`src/rtl/acia_pkg.sv`:
```
// Shared definitions for the ACIA serial paths: receive FSM encoding and
// bit-timer sizing helpers common to both the transmitter and the receiver.
package acia_pkg;

    typedef enum logic [2:0] {
        IDLE  = 3'd0,
        START = 3'd1,
        DATA  = 3'd2,
        STOP  = 3'd3,
        BREAK = 3'd4
    } rx_state_t;

    // Peripheral clock ticks per serial symbol.
    function automatic int sym_cnt(input int clk_freq, input int sym_rate);
        return clk_freq / sym_rate;
    endfunction

    // Width of a down-counter that spans one symbol.
    function automatic int sym_width(input int clk_freq, input int sym_rate);
        return $clog2(sym_cnt(clk_freq, sym_rate));
    endfunction

endpackage

```
`src/rtl/acia_sync2.sv`:
```
// Two-flop synchroniser for an asynchronous single-bit input.
// The reset value is a parameter so idle-high lines do not look active.
module acia_sync2 #(
    parameter logic RST_VAL = 1'b1
) (
    input  logic clk,
    input  logic reset_n,
    input  logic d,
    output logic q
);

    logic meta;

    // Free-running on clk; no enable so the latency is always two cycles.
    always_ff @(posedge clk) begin
        if (!reset_n) begin
            meta <= RST_VAL;
            q    <= RST_VAL;
        end else begin
            meta <= d;
            q    <= meta;
        end
    end

endmodule

```
`src/rtl/acia_rx.sv`:
```
// ACIA receive path: decodes an 8N1 frame into a byte and holds it with
// full/framing/overrun status until the CPU side pulses rx_read.
module acia_rx
    import acia_pkg::*;
#(
    parameter int clk_freq = 4000000,
    parameter int sym_rate = 9600
) (
    input  logic       clk,
    input  logic       reset_n,
    input  logic       pclk,
    input  logic       rx_serial,
    input  logic       rx_read,
    output logic [7:0] rx_dat,
    output logic       rx_full,
    output logic       rx_err,
    output logic       rx_ovr
);

    localparam int SYM_CNT = sym_cnt(clk_freq, sym_rate);
    localparam int HALF    = SYM_CNT / 2;
    localparam int SCW     = sym_width(clk_freq, sym_rate);

    // Reload constants deliberately truncated to the timer width.
    localparam logic [SCW-1:0] SYM_M1  = SCW'(SYM_CNT - 1);
    localparam logic [SCW-1:0] HALF_M1 = SCW'(HALF - 1);

    logic            rxs;
    rx_state_t       state, state_nx;
    logic [SCW-1:0]  timer, timer_nx;
    logic [2:0]      bit_cnt, bit_cnt_nx;
    logic [7:0]      shreg, shreg_nx;
    logic            load;
    logic            tmr_zero;

    acia_sync2 #(.RST_VAL(1'b1)) u_sync (
        .clk     (clk),
        .reset_n (reset_n),
        .d       (rx_serial),
        .q       (rxs)
    );

    assign tmr_zero = (timer == '0);

    // FSM, bit timer, bit counter and shift register state.
    always_ff @(posedge clk) begin
        if (!reset_n) begin
            state   <= IDLE;
            timer   <= '0;
            bit_cnt <= '0;
            shreg   <= 8'h00;
        end else begin
            state   <= state_nx;
            timer   <= timer_nx;
            bit_cnt <= bit_cnt_nx;
            shreg   <= shreg_nx;
        end
    end

    // Next-state decode; everything holds on cycles without a pclk tick.
    always_comb begin
        state_nx   = state;
        timer_nx   = timer;
        bit_cnt_nx = bit_cnt;
        shreg_nx   = shreg;
        load       = 1'b0;
        if (pclk) begin
            case (state)
                IDLE: begin
                    if (!rxs) begin
                        state_nx = START;
                        timer_nx = HALF_M1;
                    end
                end
                START: begin
                    if (tmr_zero) begin
                        timer_nx = SYM_M1;
                        if (rxs) begin
                            // Start bit gone at mid-bit: treat as a glitch.
                            state_nx = IDLE;
                        end else begin
                            state_nx   = DATA;
                            bit_cnt_nx = '0;
                        end
                    end else begin
                        timer_nx = timer - SCW'(1);
                    end
                end
                DATA: begin
                    if (tmr_zero) begin
                        timer_nx   = SYM_M1;
                        shreg_nx   = {rxs, shreg[7:1]};
                        bit_cnt_nx = bit_cnt + 3'd1;
                        if (bit_cnt == 3'd7)
                            state_nx = STOP;
                    end else begin
                        timer_nx = timer - SCW'(1);
                    end
                end
                STOP: begin
                    if (tmr_zero) begin
                        timer_nx = SYM_M1;
                        load     = 1'b1;
                        state_nx = rxs ? IDLE : BREAK;
                    end else begin
                        timer_nx = timer - SCW'(1);
                    end
                end
                BREAK: begin
                    // A held-low line yields one byte; rearm only once it idles.
                    if (rxs)
                        state_nx = IDLE;
                end
                default: state_nx = IDLE;
            endcase
        end
    end

    // Received byte and status; a load on the same edge as rx_read wins.
    always_ff @(posedge clk) begin
        if (!reset_n) begin
            rx_dat  <= 8'h00;
            rx_full <= 1'b0;
            rx_err  <= 1'b0;
            rx_ovr  <= 1'b0;
        end else begin
            if (rx_read) begin
                rx_full <= 1'b0;
                rx_err  <= 1'b0;
                rx_ovr  <= 1'b0;
            end
            if (load) begin
                rx_dat  <= shreg;
                rx_full <= 1'b1;
                rx_err  <= ~rxs;
                if (rx_full && !rx_read)
                    rx_ovr <= 1'b1;
            end
        end
    end

endmodule

```
`config.mk`:
```
export PLATFORM = sky130hd
export DESIGN_NAME = acia_rx
export DESIGN_NICKNAME = d
export VERILOG_FILES = /design/src/rtl/acia_pkg.sv /design/src/rtl/acia_sync2.sv /design/src/rtl/acia_rx.sv
export SDC_FILE = /design/constraint.sdc
export NUM_CORES = 1
export LEC_CHECK = 0
export BUFFER_PORTS_ARGS = -buffer_cell sky130_fd_sc_hd__clkbuf_2
export CORE_MARGIN = 1
export CORE_UTILIZATION = 50
export CTS_CLUSTER_DIAMETER = 50
export DETAILED_ROUTE_END_ITERATION = 10
export PLACE_DENSITY = 0.67
export SYNTH_ARGS = -nofsm -noshare
export SYNTH_HDL_FRONTEND = slang
export SYNTH_HIERARCHICAL = 1
export SYNTH_SLANG_ARGS = --single-unit
export TNS_END_PERCENT = 30
```
`constraint.sdc`:
```
create_clock -name clk -period 2.2 [get_ports clk]
set_input_delay 0.66 -clock clk [delete_from_list [all_inputs] [get_ports clk]]
set_output_delay 0.66 -clock clk [all_outputs]
set_load 0.1 [all_outputs]
```
* After elaboration in Yosys (flattened, before gate mapping)
Cells that the tools add are included.
** Word-level totals
- Register bits :: 36
- Bits in latches :: 0
- Memory bits (writable) :: 0
- ROM bits :: 0
- Input port bits :: 5
- Logic and storage cells :: 62
- Memories kept :: 0
** Operators by class
- Add/subtract/negate cells :: 2
- Multiply operators :: 0
- Div/mod/pow operators :: 0
- Magnitude comparators :: 0
- Equality and inequality tests :: 12
- Shifts and indexed selects :: 0
- Multiplexer cells :: 25
- Bitwise gates (word level) :: 1
- Reduce and logical (&&, ||, !) cells :: 12
** Operator list (count)
- $mux W3 :: 10
- $mux W9 :: 2
- $pmux W9 S2 :: 1
- $pmux W3 S5 :: 1
- $ne A2 B2 Y1 const B :: 6
- $logic_not A9 Y1 :: 1
- $mux W1 :: 9
- $sub A9 B1 Y9 const B :: 1
- $reduce_and A7 Y1 :: 1
- $eq A3 B2 Y1 const B :: 2
- $eq A3 B3 Y1 const B :: 2
- $pmux W3 S2 :: 1
- $reduce_and A3 Y1 :: 2
- $reduce_bool A2 Y1 :: 3
- $reduce_and A5 Y1 :: 1
- $add A3 B1 Y3 const B :: 1
- $eq A3 B1 Y1 const B :: 1
- $logic_not A3 Y1 :: 1
- $reduce_or A3 Y1 :: 1
- $mux W2 :: 1
- $ne A2 B1 Y1 const B :: 1
- $logic_and A1 B1 Y1 :: 1
- $logic_not A1 Y1 :: 1
- $not A1 Y1 :: 1

* Depth between registers and ports, before layout
- Word-level depth :: 5
- Mapped depth :: 7
- Mapped depth without buffers :: 6

* By module
The synthesis kept the hierarchy.
** Modules (own cells, without submodules)
- acia_rx :: times used 1, cells each 180, area each 1557.7 sq um, sequential area each 680.7 sq um
- acia_sync2 :: times used 1, cells each 4, area each 52.6 sq um, sequential area each 40.0 sq um

* Worst setup path after synthesis
OpenSTA, ideal clock, no wires.
- Path kind :: in2reg
- Start point :: input pclk
- End point :: register shreg[7]
- Library setup time :: 0.128 ns
- Arrival :: 1.769 ns
- Data required time :: 2.072 ns
- Setup slack :: 0.303 ns
- Stages :: 5
- Path buffers :: 1
- Cell sequence :: or4bb_1 > nor4_4 > buf_6 > mux2i_1 > nor2_1
** On the way
- Word-level cells in the longest chain between the ends :: 1
** Ends and longest elaborated chain
- from (decl) :: RTL line acia_rx.sv:11 : input logic pclk,
- $reduce_and A3 Y1 (no line)
- to (signal assigned) :: RTL line acia_rx.sv:56 : shreg <= shreg_nx;
- to (decl) :: RTL line acia_rx.sv:32 : logic [7:0] shreg, shreg_nx;
No other way between the ends.
A chain may end at the register's enable or synchronous reset.

* Worst setup path after layout
- Start point :: register timer[0]
- End point :: register shreg[6]
** On the way
- Word-level cells in the longest chain between the ends :: 2
** Ends and longest elaborated chain
- from (decl) :: RTL line acia_rx.sv:30 : logic [SCW-1:0] timer, timer_nx;
- from (signal assigned) :: RTL line acia_rx.sv:54 : timer <= timer_nx;
- $logic_not A9 Y1 :: RTL line acia_rx.sv:43 : assign tmr_zero = (timer == '0);
- $reduce_and A3 Y1 (no line)
No other way between the ends.

==> key figures <==
Worst setup path
  • CP max stage delay: 0.54 ns
  • WP data required: 2.44 ns
  • Slowest CP cell: or3b_2
  • R2R setup slack: 0.18 ns
  • Critical path class: reg -> reg
  • Crit-path max FO: 11
  • Cell chain of the critical path: inv_1 > ha_1 > or3b_2 > nor4_4 > buf_12 > mux2i_1 > nor2_1
  • WP data arrival: around 2.3 ns
  • Cells on worst reg2reg path: 7
  • Crit. End Element: flop
  • RR Endpoint: shreg[6]$_SDFFE_PN0P_
  • CP startpoint kind: flop
  • FF-to-FF Start: timer[0]$_SDFFE_PN0P_

Timing
  • Sum Neg Setup Slack: 0 ns
  • Final worst-path cycle share: 91.8%
  • Max Slew Vio Count: 0
  • RSZ-0062 raised after global routing: no
  • Setup Skew: 0.00447 ns
  • Final setup fails: 0
  • Post-route setup slack: 0.181 ns
  • Slew HR: a little under two thirds
  • Final worst path period need: ~2 ns
  • Worst-margin pin slew: 0.543 ns
  • Fmax: 0.495 GHz
  • Fin. Hold Viols: 0
  • Final hold slack: ~0.42 ns

Global route
  • Number of global-route vias before repair: 1,215
  • Gr ovfl total: 0
  • Initial antenna violation count: 0
  • Total GRT Usage: 21.3%
  • Largest net degree at the start of global routing: 33
  • First-pass GRT wire length: 5420 µm

Yosys
  • Adder-Cell Fraction of Synth Area: 2.33%
  • Synth Warn #: 6
  • Yosys cell types: 41
  • Top-area cell type share of the netlist area: 44.8%
  • Post-synth EDFFs: 0
  • Yosys reg bits: 36
  • Mapped Area: 1610 µm²
  • Seq/Total Area, Yosys: 44.8%
  • Synth area leaders: dfxtp_1, mux2i_1, nand2_1
  • Mux cell area share after synthesis: under 10%
  • Syn Nets: 192
  • Synth Area in Compound Gates: 16.2%
  • Simple-gate share of the synthesized area: 27.0%
  • Post-Synth XOR/XNOR Area: 0%
  • Syn_area_per_cell: ~9 µm²
  • Largest family of logic cells by synthesized area: simple AND/OR/NAND/NOR gates
  • Leading area contributor after synthesis: dfxtp_1
  • Post-synthesis async set-or-reset flop share: 0%
  • Cells after synthesis: 184
  • Ys flop type: dfxtp_1

Floorplan
  • Die Ht: approximately 59 µm
  • Core area: approximately 3000 µm²
  • Initial Util: 52.7%
  • Cell Rows: 20
  • Die Wd: 58.8 µm
  • Io pins: 16
  • Die ar.: 3450 µm²

Min path
  • Min-delay src: u_sync/meta$_SDFF_PN1_
  • Hold WC Path Type: reg -> reg
  • WHS Endpoint: u_sync/q$_SDFF_PN1_
  • Hold-critical path depth: 1

Clock tree
  • H-Tree Depth: 2
  • Number of CTS-inserted buffers: 5
  • Clk_lat worst skew: 0.34 ns
  • CTS tree: yes
  • Hold_buf cts: 0
  • CTS root buffer: clkbuf_4
  • Clock Path Buffers: 2
  • Post-cts sizing count: 0
  • Clk sinks: 36
  • Total setup buffers inserted after CTS: 0
  • Clk slew on worst S/H paths: ~0.10 ns

Placement
  • Placed Area: 1740 µm²
  • Port bufs: 15
  • GP Congestion: 0.834
  • Post-DP HPWL: 2230 µm
  • DP Worst Slack: 0.107 ns
  • Dpl cells: 238

Layout
  • Layout cell share with drive strength beyond 1: between 10% and 20%
  • FF+latch area: 721 µm²
  • Fin nets: 209
  • Non-filler cells, final: 245
  • FILL cells: 283
  • Ant. Diodes: 0
  • End-of-flow core utilization: 58.7%
  • Multi-input gate area: 823 µm²
  • P&R area growth vs syn: 11.3%
  • Post-route cell area: 1790 µm²

Routing
  • 1st-iter DRT viols: 71
  • TritonRoute pass-1 iters: 4
  • Post-DRT Antenna Nets: 0
  • WL final: about 3200 µm
  • DR vias: 1,353
  • Post-DR vias/cell: approximately 5.5
  • Routed WL per cell: 13.1 µm
  • Post-route DRC violation count: 0

Power and ir drop
  • Peak supply drop: 0.000448 V
  • Static Leak: 0.690 nW
  • Power Density: 618 nW/µm²
  • Final Power: 1.11 mW

Status
  • Status: completed

Flow run
  • Max_cap viols: 0
-- per-layer routing --
layer / up-vias / routed length, µm / global-route usage, %
li1: 690 / - / -
met1: 624 / 1560 / 26.6
met2: 31 / 1400 / 32.8
met3: 8 / 163 / 6.81
met4: 0 / 74 / 10.9
met5: - / 0 / 0
-- cells in the mapped netlist, types with 2 or more instances --
| master | instances |
|---|---|
| a21oi_1 | 11 |
| a32o_1 | 2 |
| buf_2 | 2 |
| clkbuf_1 | 6 |
| dfxtp_1 | 36 |
| ha_1 | 3 |
| inv_1 | 3 |
| mux2i_1 | 9 |
| nand2_1 | 22 |
| nand2b_1 | 4 |
| nand3_1 | 11 |
| nand3b_1 | 3 |
| nor2_1 | 15 |
| nor2b_1 | 2 |
| nor3_1 | 12 |
| nor3b_1 | 2 |
| o211a_1 | 2 |
| o21ai_0 | 3 |
| o21ai_1 | 11 |
| o31ai_1 | 2 |
| or3b_2 | 2 |
| or4_1 | 2 |
-- layout by cell type (no fill, tap or decap), types with 2 or more instances in the layout --
| cell type | instances |
|---|---|
| a21oi_1 | 11 |
| a32o_1 | 2 |
| buf_4 | 3 |
| clkbuf_2 | 15 |
| clkbuf_4 | 5 |
| dfxtp_1 | 36 |
| ha_1 | 3 |
| inv_1 | 3 |
| mux2i_1 | 9 |
| nand2_1 | 22 |
| nand2b_1 | 4 |
| nand3_1 | 11 |
| nand3b_1 | 3 |
| nor2_1 | 15 |
| nor2b_1 | 2 |
| nor3_1 | 12 |
| nor3b_1 | 2 |
| o211a_1 | 2 |
| o21ai_0 | 3 |
| o21ai_1 | 11 |
| o31ai_1 | 2 |
| or3b_2 | 2 |
| or4_1 | 2 |
-- report_power, final --
group          switching (mW)  internal [mW]  leakage, nW  total (mW)
clock network           0.219          0.116       0.0271       0.335
logic                  0.0646         0.0377        0.371       0.102
registers              0.0106          0.660        0.291       0.671
total                   0.294          0.814        0.690        1.11
-- cell families after synthesis --
logic type               Yosys count
AO/OA/AOI/OAI                     40
multiplexers                       9
buffers and inverters             14
AND/OR/NAND/NOR                   82
adder cells (fa/ha/maj)            3
flip-flops                        36
-- sequential cells by signal, indices dropped and copies added, names as in the netlist, 3 cells and up --
signal,cells
state,3
rx_dat,8
timer,9
shreg,8
bit_cnt,3
-- final cells by class --
type	count	area share (%)
Clock inverter	2	0.698
Multi-Input combinational cell	134	45.9
Sequential cell	36	40.2
Tap cell	44	3.07
Timing Repair Buffer	20	7.19
Clock buffer	5	2.09
Inverter	4	0.837
-- worst max-delay path by stage --
stage	startpoint	slack (ns)	cells past startpoint	endpoint
final	timer[0]$_SDFFE_PN0P_	0.18	7	shreg[6]$_SDFFE_PN0P_
after global routing	timer[0]$_SDFFE_PN0P_	0.01	7	rx_ovr$_SDFF_PN0_
after CTS	timer[0]$_SDFFE_PN0P_	0.19	7	rx_ovr$_SDFF_PN0_
after detailed placement	pclk	0.11	6	shreg[6]$_SDFFE_PN0P_
after global placement	pclk	0.13	6	shreg[2]$_SDFFE_PN0P_
after floorplan	pclk	0.30	5	shreg[7]$_SDFFE_PN0P_
-- critical path, delay by kind of cell (launching register included) --
family / cells / cell delay [ns]
adder cells (fa/ha/maj): 1 / 0.24
buffers and inverters: 2 / 0.27
flip-flops: 1 / 0.33
multiplexers: 1 / 0.19
AND/OR/NAND/NOR: 3 / 0.89
Note: power is estimated with default switching activity, not from simulation.
